$ cat config.mk
export PLATFORM = sky130hd
export DESIGN_NAME = uart_tx_arbiter
export DESIGN_NICKNAME = d
export VERILOG_FILES = /design/src/rtl/uart_tx_arbiter.sv
export SDC_FILE = /design/constraint.sdc
export NUM_CORES = 1
export LEC_CHECK = 0
export BUFFER_PORTS_ARGS = -buffer_cell sky130_fd_sc_hd__buf_2
export CORE_MARGIN = 10
export CORE_UTILIZATION = 50
export CTS_BUF_LIST = sky130_fd_sc_hd__clkbuf_4
export DETAILED_ROUTE_END_ITERATION = 10
export PLACE_DENSITY = 0.83
export SLEW_MARGIN = 20
export SYNTH_ARGS = -nofsm -noshare
export SYNTH_HDL_FRONTEND = slang
export SYNTH_SLANG_ARGS = --single-unit
$ cat constraint.sdc
create_clock -name i_clk -period 2.66 [get_ports i_clk]
set_input_delay 0.133 -clock i_clk [delete_from_list [all_inputs] [get_ports i_clk]]
set_output_delay 0.133 -clock i_clk [all_outputs]
set_load 0.01 [all_outputs]
$ cat src/rtl/uart_tx_arbiter.sv
// Round-robin arbiter sharing one UART_Tx serializer between NUM_REQ byte producers.
// Latency: request sampled at edge n -> ack/txStart high for cycle n+1 only; next grant >= 2 cycles after done.
// Backpressure: requesters hold i_req until their one-cycle ack; requests are ignored while a frame is in flight.
module uart_tx_arbiter #(
  parameter int NUM_REQ       = 4,
  parameter int NUM_DATA_BITS = 8,
  parameter int TIMEOUT_CLKS  = 4096
) (
  input  logic                             i_clk,
  input  logic                             i_reset,
  input  logic [NUM_REQ-1:0]               i_req,
  input  logic [NUM_REQ*NUM_DATA_BITS-1:0] i_data,
  output logic [NUM_REQ-1:0]               o_ack,
  output logic [2:0]                       o_grantIdx,
  output logic                             o_busy,
  output logic                             o_txStart,
  output logic [NUM_DATA_BITS-1:0]         o_txByte,
  input  logic                             i_txDoneStrobe,
  output logic                             o_timeoutFlag
);

  // IDLE waits for requests, WAIT_DONE covers the serializer frame, GAP lets
  // UART_Tx settle through its post-stop state before the next start.
  typedef enum logic [1:0] {
    IDLE      = 2'b00,
    WAIT_DONE = 2'b01,
    GAP       = 2'b10
  } state_t;

  localparam logic [2:0]  LAST_IDX = 3'(NUM_REQ - 1);
  localparam logic [15:0] WD_LAST  = 16'(TIMEOUT_CLKS - 1);

  state_t                     state;
  state_t                     stateNext;
  logic [2:0]                 pointer;
  logic [2:0]                 pointerNext;
  logic [15:0]                watchdog;
  logic [15:0]                watchdogNext;
  logic [NUM_REQ-1:0]         ackNext;
  logic                       txStartNext;
  logic [NUM_DATA_BITS-1:0]   txByteNext;
  logic                       busyNext;
  logic [2:0]                 grantIdxNext;
  logic                       timeoutFlagNext;

  logic                       anyReq;
  logic                       found;
  logic [2:0]                 winIdx;
  logic [NUM_DATA_BITS-1:0]   winByte;
  int                         cand;

  assign anyReq = |i_req;

  // Round-robin search: first set request at or above the pointer, wrapping at NUM_REQ.
  always_comb begin
    found  = 1'b0;
    winIdx = pointer;
    cand   = 0;
    for (int i = 0; i < NUM_REQ; i++) begin
      cand = int'(pointer) + i;
      if (cand >= NUM_REQ) begin
        cand = cand - NUM_REQ;
      end
      for (int j = 0; j < NUM_REQ; j++) begin
        if (!found && (j == cand) && i_req[j]) begin
          found  = 1'b1;
          winIdx = 3'(j);
        end
      end
    end
  end

  // Select the winner's byte out of the packed data bus.
  always_comb begin
    winByte = '0;
    for (int k = 0; k < NUM_REQ; k++) begin
      if (winIdx == 3'(k)) begin
        winByte = i_data[k*NUM_DATA_BITS +: NUM_DATA_BITS];
      end
    end
  end

  // Next-state and next-output logic; every output is registered from these values.
  always_comb begin
    stateNext       = state;
    pointerNext     = pointer;
    watchdogNext    = watchdog;
    ackNext         = '0;
    txStartNext     = 1'b0;
    txByteNext      = o_txByte;
    busyNext        = o_busy;
    grantIdxNext    = o_grantIdx;
    timeoutFlagNext = o_timeoutFlag;

    case (state)
      IDLE: begin
        busyNext = 1'b0;
        if (anyReq && found) begin
          for (int j = 0; j < NUM_REQ; j++) begin
            ackNext[j] = (winIdx == 3'(j));
          end
          txStartNext  = 1'b1;
          txByteNext   = winByte;
          grantIdxNext = winIdx;
          busyNext     = 1'b1;
          pointerNext  = (winIdx == LAST_IDX) ? 3'd0 : winIdx + 3'd1;
          watchdogNext = '0;
          stateNext    = WAIT_DONE;
        end
      end

      WAIT_DONE: begin
        // Done has priority over a timeout landing on the same cycle.
        if (i_txDoneStrobe) begin
          stateNext = GAP;
        end else if (watchdog == WD_LAST) begin
          timeoutFlagNext = 1'b1;
          stateNext       = GAP;
        end else begin
          watchdogNext = watchdog + 16'd1;
        end
      end

      GAP: begin
        busyNext  = 1'b0;
        stateNext = IDLE;
      end

      default: begin
        // Corrupted state register: recover to IDLE and leave a sticky trace.
        timeoutFlagNext = 1'b1;
        busyNext        = 1'b0;
        stateNext       = IDLE;
      end
    endcase
  end

  // State and output registers with synchronous reset.
  always_ff @(posedge i_clk) begin
    if (i_reset) begin
      state         <= IDLE;
      pointer       <= '0;
      watchdog      <= '0;
      o_ack         <= '0;
      o_txStart     <= 1'b0;
      o_txByte      <= '0;
      o_busy        <= 1'b0;
      o_grantIdx    <= '0;
      o_timeoutFlag <= 1'b0;
    end else begin
      state         <= stateNext;
      pointer       <= pointerNext;
      watchdog      <= watchdogNext;
      o_ack         <= ackNext;
      o_txStart     <= txStartNext;
      o_txByte      <= txByteNext;
      o_busy        <= busyNext;
      o_grantIdx    <= grantIdxNext;
      o_timeoutFlag <= timeoutFlagNext;
    end
  end

endmodule

Yosys cells after proc, flatten, opt, wreduce, memory -nomap -nowiden
Cells that the tools add are included.
{ "totals": {"regBits": 39, "word_cells": 164} }
{ "op_classes": {"addsub": 9, "magnitude_cmp": 4, "n_eq_ne": 23, "muxes": 54, "bitwise_logic": 3, "reduce_logical": 62} }
{ "op_table": {"columns": ["op", "n"], "rows": [
  ["equality test 3 x 32 -> 1 bit, first input constant", 8],
  ["equality test 2 x 32 -> 1 bit, first input constant", 4],
  ["zero test 32 bit", 4],
  ["two-way mux 32 bit", 4],
  ["two-way mux 3 bit", 17],
  ["two-way mux 16 bit", 3],
  ["logical AND 1 bit", 32],
  ["two-way mux 8 bit", 4],
  ["one-hot mux 16 bit (2 select lines)", 1],
  ["two-way mux 1 bit", 19],
  ["adder 16 x 1 -> 16 bit, second input constant", 1],
  ["equality test 16 x 12 -> 1 bit, second input constant", 1],
  ["zero test 1 bit", 15],
  ["subtractor 4 x 3 -> 5 bit, second input constant", 3],
  [">= comparator 4 x 3 -> 1 bit, second input constant", 3],
  ["adder 3 x 2 -> 4 bit, second input constant", 2],
  ["inequality test 2 bit, second input constant", 4],
  ["equality test 3 x 2 -> 1 bit, second input constant", 2],
  ["two-way mux 2 bit", 3],
  ["adder 3 x 1 -> 4 bit, second input constant", 1],
  ["one-hot mux 1 bit (2 select lines)", 2],
  ["one-hot mux 2 bit (2 select lines)", 1],
  ["AND reduction 2 bit", 2],
  ["AND reduction 4 bit", 1],
  ["15 further kinds", 18]
]} }

Logic depth before layout (Yosys ltp)
Gate-level depths: netlist (run 1).
{ "depth": {"ltp_word": 70, "mapped_depth": 12, "ltp_nobuf": 11} }

Worst setup path after synthesis (run 1)
No wires, ideal clock.
{ "synth_path": {"kind": "reg2reg", "from": "reg pointer[0]", "to": "reg o_txByte[0]", "setup_ns": 0.074, "t_arrival_ns": 2.778, "required_time_ns": 2.586, "slack_ns": -0.192, "stages_incl_launch_ff": 13, "period_less_slack_ns": 2.852, "cell_sequence": "dfxtp_1 buf_6 mux4_2 a211o_1 nor4_1 o32a_2 inv_1 ha_1 clkbuf_1 nand3b_1 a211oi_1 o311ai_1 a31oi_1"} }
{ "synth_via": {"elab_chain_len": 70, "elab_cells_between_ends": 119, "cone_classes": "add/sub: 7; order compare: 4; eq/ne: 15; mux: 40; reduce/logical: 53"} }
{ "synth_lines": {"columns": ["element", "line", "text"], "rows": [
  ["start, declared", "35", "logic [2:0] pointer;"],
  ["start signal, assigned", "152", "pointer <= pointerNext;"],
  ["subtractor 3 x 3 -> 4 bit / >= comparator 3 bit (equally long branches)", "62, 61", null],
  ["two-way mux 32 bit", "61", "if (cand >= NUM_REQ) begin"],
  ["zero test 32 bit", "65", "if (!found && (j == cand) && i_req[j]) begin"],
  ["logical AND 1 bit", "65", null],
  ["two-way mux 1 bit", "65", null],
  ["zero test 1 bit", "65", null],
  ["logical AND 1 bit (2 in series)", "65", null],
  ["two-way mux 1 bit", "65", null],
  ["(+51 left out)", null, null],
  ["two-way mux 1 bit", "65", null],
  ["zero test 1 bit", "65", null],
  ["logical AND 1 bit (2 in series)", "65", null],
  ["two-way mux 3 bit (*)", "65", null],
  ["via winIdx[0]", "48", "logic [2:0] winIdx;"],
  ["zero test 3 bit", "77", "if (winIdx == 3'(k)) begin"],
  ["two-way mux 8 bit (3 in series)", "77", null],
  ["two-way mux 8 bit (*)", "77", null],
  ["end signal, assigned", "156", "o_txByte <= txByteNext;"],
  ["end, declared", "17", "output logic [NUM_DATA_BITS-1:0] o_txByte,"]
]} }
Mark *: on every way through the listed nets, which the timed path passes. The rest lies on a longest branch.
A chain may end at the register's enable or synchronous reset.

Worst setup path in the final report (run 1)
{ "layout_path": {"from": "reg pointer[0]", "to": "reg o_txByte[4]"} }
{ "layout_via": {"elab_chain_len": 70, "elab_cells_between_ends": 119, "cone_classes": "add/sub: 7; order compare: 4; eq/ne: 15; mux: 40; reduce/logical: 53"} }
{ "layout_lines": {"columns": ["element", "line"], "rows": [
  ["subtractor 3 x 3 -> 4 bit / >= comparator 3 bit (equally long branches)", "62, 61"],
  ["two-way mux 32 bit", "61"],
  ["zero test 32 bit", "65"],
  ["logical AND 1 bit", "65"],
  ["two-way mux 1 bit", "65"],
  ["zero test 1 bit", "65"],
  ["logical AND 1 bit (2 in series)", "65"],
  ["two-way mux 1 bit", "65"],
  ["(+48 left out)", null],
  ["zero test 1 bit", "65"],
  ["logical AND 1 bit (2 in series)", "65"],
  ["two-way mux 1 bit", "65"],
  ["zero test 1 bit", "65"],
  ["logical AND 1 bit (2 in series)", "65"],
  ["two-way mux 3 bit", "65"],
  ["zero test 3 bit", "77"],
  ["two-way mux 8 bit (4 in series)", "77"]
]} }
Several ways; a longest one is shown, not always the timed one.

==> results.json, run 1 <==
{
  "fin_nets": 383,
  "yosys.cell_types.count": 54,
  "cts_root_buffer": "clkbuf_4",
  "pwr-share-seq_pct": 25.3,
  "worstHoldPathType": "input pin to flip-flop",
  "cp_top_family": "compound AO/OA/AOI/OAI gates",
  "cp_slowest_stage_delay_ns": 0.55,
  "path_clk_slew_ns": 0.14,
  "worstPathRequired_ns": 2.92,
  "drv_slew": 0,
  "grt_pass1_wl_microns": 11530,
  "fp.dieArea_sq_um": 7553,
  "max_cap_viol_count": 0,
  "ys_seq_elements": 39,
  "critical_path.endpoint_type": "flip-flop",
  "fillers": 330,
  "cpMostUsedCell": "buf_4",
  "io_buffers": 56,
  "viasPerCell": 6.240,
  "synthesis.nets": 303,
  "core-area_sq_um": 4354,
  "async_reset_ff_share_pct": 0,
  "routabilityCongestion": 0.8806,
  "die_h_microns": 86.91,
  "setup_viol_count_final": 9,
  "synth_edf_count": 0,
  "whs_ns": 0.04105,
  "rrSetupSlack_ns": -0.22,
  "num_antenna_cells": 0,
  "drtPass1Iterations": 4,
  "seq_area_frac_synth_pct": 34.88,
  "rows": 24,
  "max_freq_mhz": 347.3,
  "crit_buf_inv": 2,
  "grt_max_degree": 21,
  "ir_drop_mv": 0.7110,
  "critPathSlowestCell": "mux4_2",
  "yosysWarnings": 0,
  "fin_util_pct": 68.56,
  "postSynthCellCount": 259,
  "clkPwrFrac_pct": 10.5,
  "final_cell_mix": "buf_2 (56), dfxtp_1 (38), buf_4 (33)",
  "finalWorstSetupSlack_ns": -0.2197,
  "syn_area_sq_um": 2238,
  "cp.arrival_ns": 3.14,
  "dieWidth_microns": 86.91,
  "clock_latency_ns": 0.37,
  "routed_wirelength_microns": 7016,
  "dpl_worst_slack_ns": -0.2011,
  "cts_buffers": 5,
  "tightest_slew_ns": 0.7695,
  "synth.area.top_cells": "dfxtp_1 (35%), a21oi_1 (4.0%), xor2_1 (3.9%)",
  "antenna_found_initial": 0,
  "synthFlopType": "dfxtp_1",
  "drt-wirelength-per-cell_microns": 17.90,
  "grt_util_all_layers_pct": 18.24,
  "power_density_nw_per_um2": 1042,
  "htreeDepth": 2,
  "clk_path_buf_depth": 2,
  "synth_top_cell_by_area": "dfxtp_1",
  "tritoncts": "yes",
  "area_growth_syn_to_layout_pct": 33.37,
  "pwr-share-comb_pct": 64.2,
  "p_leak_nw": 1.165,
  "status": "finished, violations left",
  "tns_ns": -1.416,
  "slew_headroom_pct": 48.69,
  "fin_crit_ns": 2.880,
  "gr-total-overflow": 0,
  "crit_type": "flip-flop to flip-flop",
  "synth_top_area_share_pct": 34.88,
  "clock_skew_ns": 0.01864,
  "switching_power_mw": 1.340,
  "ctsHoldBuffers": 0,
  "drtIter0Drc": 129,
  "swShare_pct": 43.06,
  "final_common_cell": "buf_2",
  "final_hold_viol_count": 0,
  "io_pins": 57,
  "cp_max_fo": 6,
  "vias": 2446,
  "violations": "negative setup slack",
  "cp_cell_sequence": "mux4_2 -> a211o_4 -> o32a_4 -> buf_4 -> ha_4 -> buf_4 -> a221oi_1 -> nor3_1 -> o311ai_1 -> a31oi_1",
  "drive_gt1_share_pct": 39.71,
  "p_int_mw": 1.772,
  "initial_utilization_pct": 51.41,
  "rsz0062_at_grt": "true",
  "dp_hpwl_microns": 4710,
  "grt_pass1_vias": 2461,
  "syn_avg_cell_area_sq_um": 8.642,
  "cts_sinks": 39,
  "timing.final.crit_share_pct": 108.3,
  "worstSetupStartpointType": "flip-flop",
  "ant_nets": 0,
  "drc": 0
}
==> final cells by class <==
type                       count  area (sq um)  area share (%)
tap                           52         65.06           2.179
inverter                      12         51.30           1.718
multi-input combinational    189          1463           48.99
timing repair buffer          92         561.8           18.82
clock buffer                   5         37.54           1.257
sequential                    39         782.0           26.19
clock inverter                 3         25.02          0.8382
==> registers in the layout (all words and copies together), names as in the netlist, 2 cells and up <==
register / cells
pointer: 3
o_ack: 4
watchdog: 16
state: 2
o_grantIdx: 3
o_txByte: 8
==> worst min-delay path, stage by stage <==
cell and delay, ns:
buf_2 0.10, nand4_1 0.07, a31oi_1 0.07
==> path summary, 6_finish.rpt <==
kind                       from             to  cells after the start
hold reg to reg   o_timeoutFlag  o_timeoutFlag                      2
hold / removal       i_data[30]    o_txByte[6]                      3
setup / recovery     pointer[0]    o_txByte[4]                     10
setup reg to reg     pointer[0]    o_txByte[4]                     10
==> timing repair <==
item                                    CTS  global route
pin swaps                                 5             0
gates resized for setup                  11            15
hold endpoints to repair                  0             0
endpoints found under the setup margin    9             9
buffers inserted                          9             2
==> cells in the mapped netlist (3+ instances only) <==
master / count
a31oi_1: 9
nand4_1: 11
nand3_1: 3
nand3b_1: 7
clkbuf_1: 11
and3_1: 4
dfxtp_1: 39
a211oi_2: 4
ha_1: 5
and2_1: 6
a221oi_1: 3
xor2_1: 10
a21oi_1: 18
buf_2: 3
o31ai_1: 3
nand2_1: 4
nor3_1: 7
o21ai_1: 7
nor4_1: 3
nor2b_1: 5
a211oi_1: 6
nor2_1: 16
o211ai_1: 6
or4_1: 3
o21ai_0: 6
nor3b_1: 3
inv_1: 12
o2111ai_1: 4
o311ai_1: 8
==> logic make-up after synthesis <==
logic type	count (synthesis)	share of synthesized area, %
flops	39	34.88
mux	3	1.956
xor+xnor	11	4.304
compound gates	86	27.67
fa+ha+maj	5	2.795
buf+inv	31	6.204
simple gates	84	22.19
==> routing by layer <==
metal	vias up	share of wire, %	routed length, microns	global-route usage [%]
met3	29	6.4	449	5.805
met2	110	47	3315	29.11
met4	0	3.5	243	7.953
met5	-	0	0	0
met1	1151	43	3008	21.82
li1	1156	-	-	-
==> power by group through the flow <==
stage	registers (mW)	clock network [mW]	logic, mW
2_1_floorplan	0.835	0	1.02
6_report	0.787	0.327	2.00
5_1_grt	0.798	0.360	2.14
3_5_place_dp	0.794	0	1.55
3_3_place_gp	0.788	0	1.52
4_1_cts	0.781	0.334	1.79
==> per-stage QoR <==
step	std cells	cell area, sq um	power, mW
after global placement	373	2725	2.311
after global routing	392	2985	3.303
after floorplan	259	2311	1.856
after detailed placement	373	2725	2.347
final	392	2985	3.112
after CTS	390	2903	2.906
Power figures use the tool's default switching activity.
==> run 2, diff against run 1 <==
--- a/config.mk
+++ b/config.mk
@@ -7,10 +7,9 @@
 export LEC_CHECK = 0
 export BUFFER_PORTS_ARGS = -buffer_cell sky130_fd_sc_hd__buf_2
 export CORE_MARGIN = 10
-export CORE_UTILIZATION = 50
-export CTS_BUF_LIST = sky130_fd_sc_hd__clkbuf_4
+export CORE_UTILIZATION = 48
 export DETAILED_ROUTE_END_ITERATION = 10
-export PLACE_DENSITY = 0.83
+export PLACE_DENSITY = 0.8
 export SLEW_MARGIN = 20
 export SYNTH_ARGS = -nofsm -noshare
 export SYNTH_HDL_FRONTEND = slang
==> results.json, run 2 (same netlist as run 1, synthesis figures left out) <==
{
  "core-area_sq_um": 4444,
  "regMostFlops": "watchdog",
  "die_h_microns": 88.29,
  "p_leak_nw": 1.124,
  "drive_gt1_share_pct": 35.65,
  "final_common_cell": "buf_2",
  "place_area_sq_um": 2753,
  "path_clk_slew_ns": 0.08,
  "setup_viol_count_final": 8,
  "vias": 2264,
  "fin_nets": 374,
  "dpl_worst_slack_ns": -0.1650,
  "final_area_sq_um": 2880,
  "grt_max_degree": 21,
  "tritoncts": "yes",
  "grt_pass1_vias": 2327,
  "largest_reg_flops": 16,
  "met1_usage_pct": 19.25,
  "critPathSlowestCell": "mux4_2",
  "routabilityCongestion": 0.8809,
  "cts_root_buffer": "clkbuf_8",
  "critical_path.endpoint_type": "flip-flop",
  "worstSetupStartpointType": "flip-flop",
  "ant_nets": 0,
  "io_buffers": 56,
  "worstPathRequired_ns": 2.89,
  "finalWorstSetupSlack_ns": -0.08314,
  "tightest_slew_ns": 0.7718,
  "crit_type": "flip-flop to flip-flop",
  "crit_buf_inv": 1,
  "cts_buffers": 5,
  "met2_usage_pct": 28.00,
  "drtIter0Drc": 118,
  "violations": "negative setup slack",
  "initial_utilization_pct": 50.37,
  "timing.final.crit_share_pct": 103.1,
  "grt_pass1_wl_microns": 10610,
  "cp_max_fo": 5,
  "fin_crit_ns": 2.743,
  "io_pins": 57,
  "grt_util_all_layers_pct": 16.68,
  "num_antenna_cells": 0,
  "switching_power_mw": 1.194,
  "rows": 24,
  "clkPwrFrac_pct": 13.8,
  "top_regs": "watchdog (16), o_txByte (8), o_ack (4)",
  "pwr-share-comb_pct": 59.2,
  "antenna_found_initial": 0,
  "slew_headroom_pct": 48.54,
  "grt_busiest_layer": "met2",
  "clock_latency_ns": 0.30,
  "cts_sinks": 39,
  "finalPower_mw": 2.878,
  "startpoint": "pointer[0]",
  "fp.dieArea_sq_um": 7795,
  "pwr-share-seq_pct": 27.0,
  "cp_slowest_stage_delay_ns": 0.55,
  "reg2reg_from": "pointer[0]",
  "min_from": "i_data[24]",
  "power_density_nw_per_um2": 999.4,
  "drt-wirelength-per-cell_microns": 16.67,
  "post-cts-setup-buffers": 0,
  "drv_slew": 0,
  "viasPerCell": 5.911,
  "p_int_mw": 1.685,
  "cp_cell_sequence": "mux4_2 -> a211o_1 -> nor4_2 -> o32a_4 -> ha_2 -> buf_4 -> nand3b_1 -> a211oi_2 -> o311ai_2 -> a31oi_1",
  "ir_drop_mv": 0.7659,
  "dieWidth_microns": 88.29,
  "routed_wirelength_microns": 6386,
  "clock_skew_ns": 0.01388,
  "final_hold_viol_count": 0,
  "final_cell_mix": "buf_2 (56), dfxtp_1 (38), buf_4 (26)",
  "rsz0062_at_grt": "true",
  "htreeDepth": 2,
  "finalNonFillerCells": 383,
  "cp_top_family": "compound AO/OA/AOI/OAI gates",
  "clk_path_buf_depth": 2,
  "area_growth_syn_to_layout_pct": 28.68,
  "max_cap_viol_count": 0,
  "drtPass1Iterations": 4,
  "swShare_pct": 41.48,
  "dp.cells": 375,
  "worstHoldPathType": "input pin to flip-flop",
  "drc": 0,
  "met3_usage_pct": 6.342,
  "dp_hpwl_microns": 4717,
  "cp.arrival_ns": 2.97,
  "status": "finished, violations left",
  "gr-total-overflow": 0,
  "max_freq_mhz": 364.5
}
==> run 2: final timing paths <==
path / endpoint / slack, ns / depth (start not counted)
setup / recovery: o_txByte[6] / -0.08 / 10
hold / removal: o_txByte[0] / 0.11 / 3
setup reg to reg: o_txByte[6] / -0.08 / 10
hold reg to reg: o_timeoutFlag / 0.45 / 2
==> run 2: per-stage QoR <==
stage                     util [%]  TNS (ns)  hold slack [ns]
after floorplan                  -   -0.1455           0.3196
final                        64.81   -0.3448           0.1143
after global placement       61.94   -0.3418           0.4317
after CTS                    64.39   -0.2637           0.1146
after global routing         64.81    -1.577           0.1285
after detailed placement     61.94    -1.082           0.4355
==> run 2: what timing repair did <==
item / in CTS / in global routing
gates cloned: 0 / 0
pin swaps: 2 / 1
endpoints found under the setup margin: 9 / 9
hold buffers: 0 / 0
hold endpoints to repair: 0 / 0
resized for setup: 7 / 3
==> run 2: routing by layer <==
metal,part of all wire (%),routed length [microns]
met1,43,2727
met2,49,3111
met3,7.7,491
met4,0.89,57
met5,0,0
==> run 2: cell type report <==
type,count,area (sq um)
clock buffers,6,72.57
clock inverters,2,12.51
fillers,354,1564
inverters,12,47.55
multi-input cells,189,1405
flip-flops and latches,39,782.0
well taps,52,65.06
repair buffers,83,495.5
==> run 2: worst min-delay path, delay by kind of cell <==
kind | cells | cell delay [ns]
AOI/OAI and AO/OA | 1 | 0.07
buffers and inverters | 1 | 0.09
and+or+nand+nor | 1 | 0.07
==> run 2: power by group through the flow <==
stage / Combinational (mW) / Clock [mW] / Sequential (mW)
4_1_cts: 1.65 / 0.402 / 0.778
5_1_grt: 1.84 / 0.424 / 0.790
3_3_place_gp: 1.57 / 0 / 0.787
6_report: 1.70 / 0.397 / 0.778
3_5_place_dp: 1.60 / 0 / 0.788
2_1_floorplan: 1.02 / 0 / 0.835
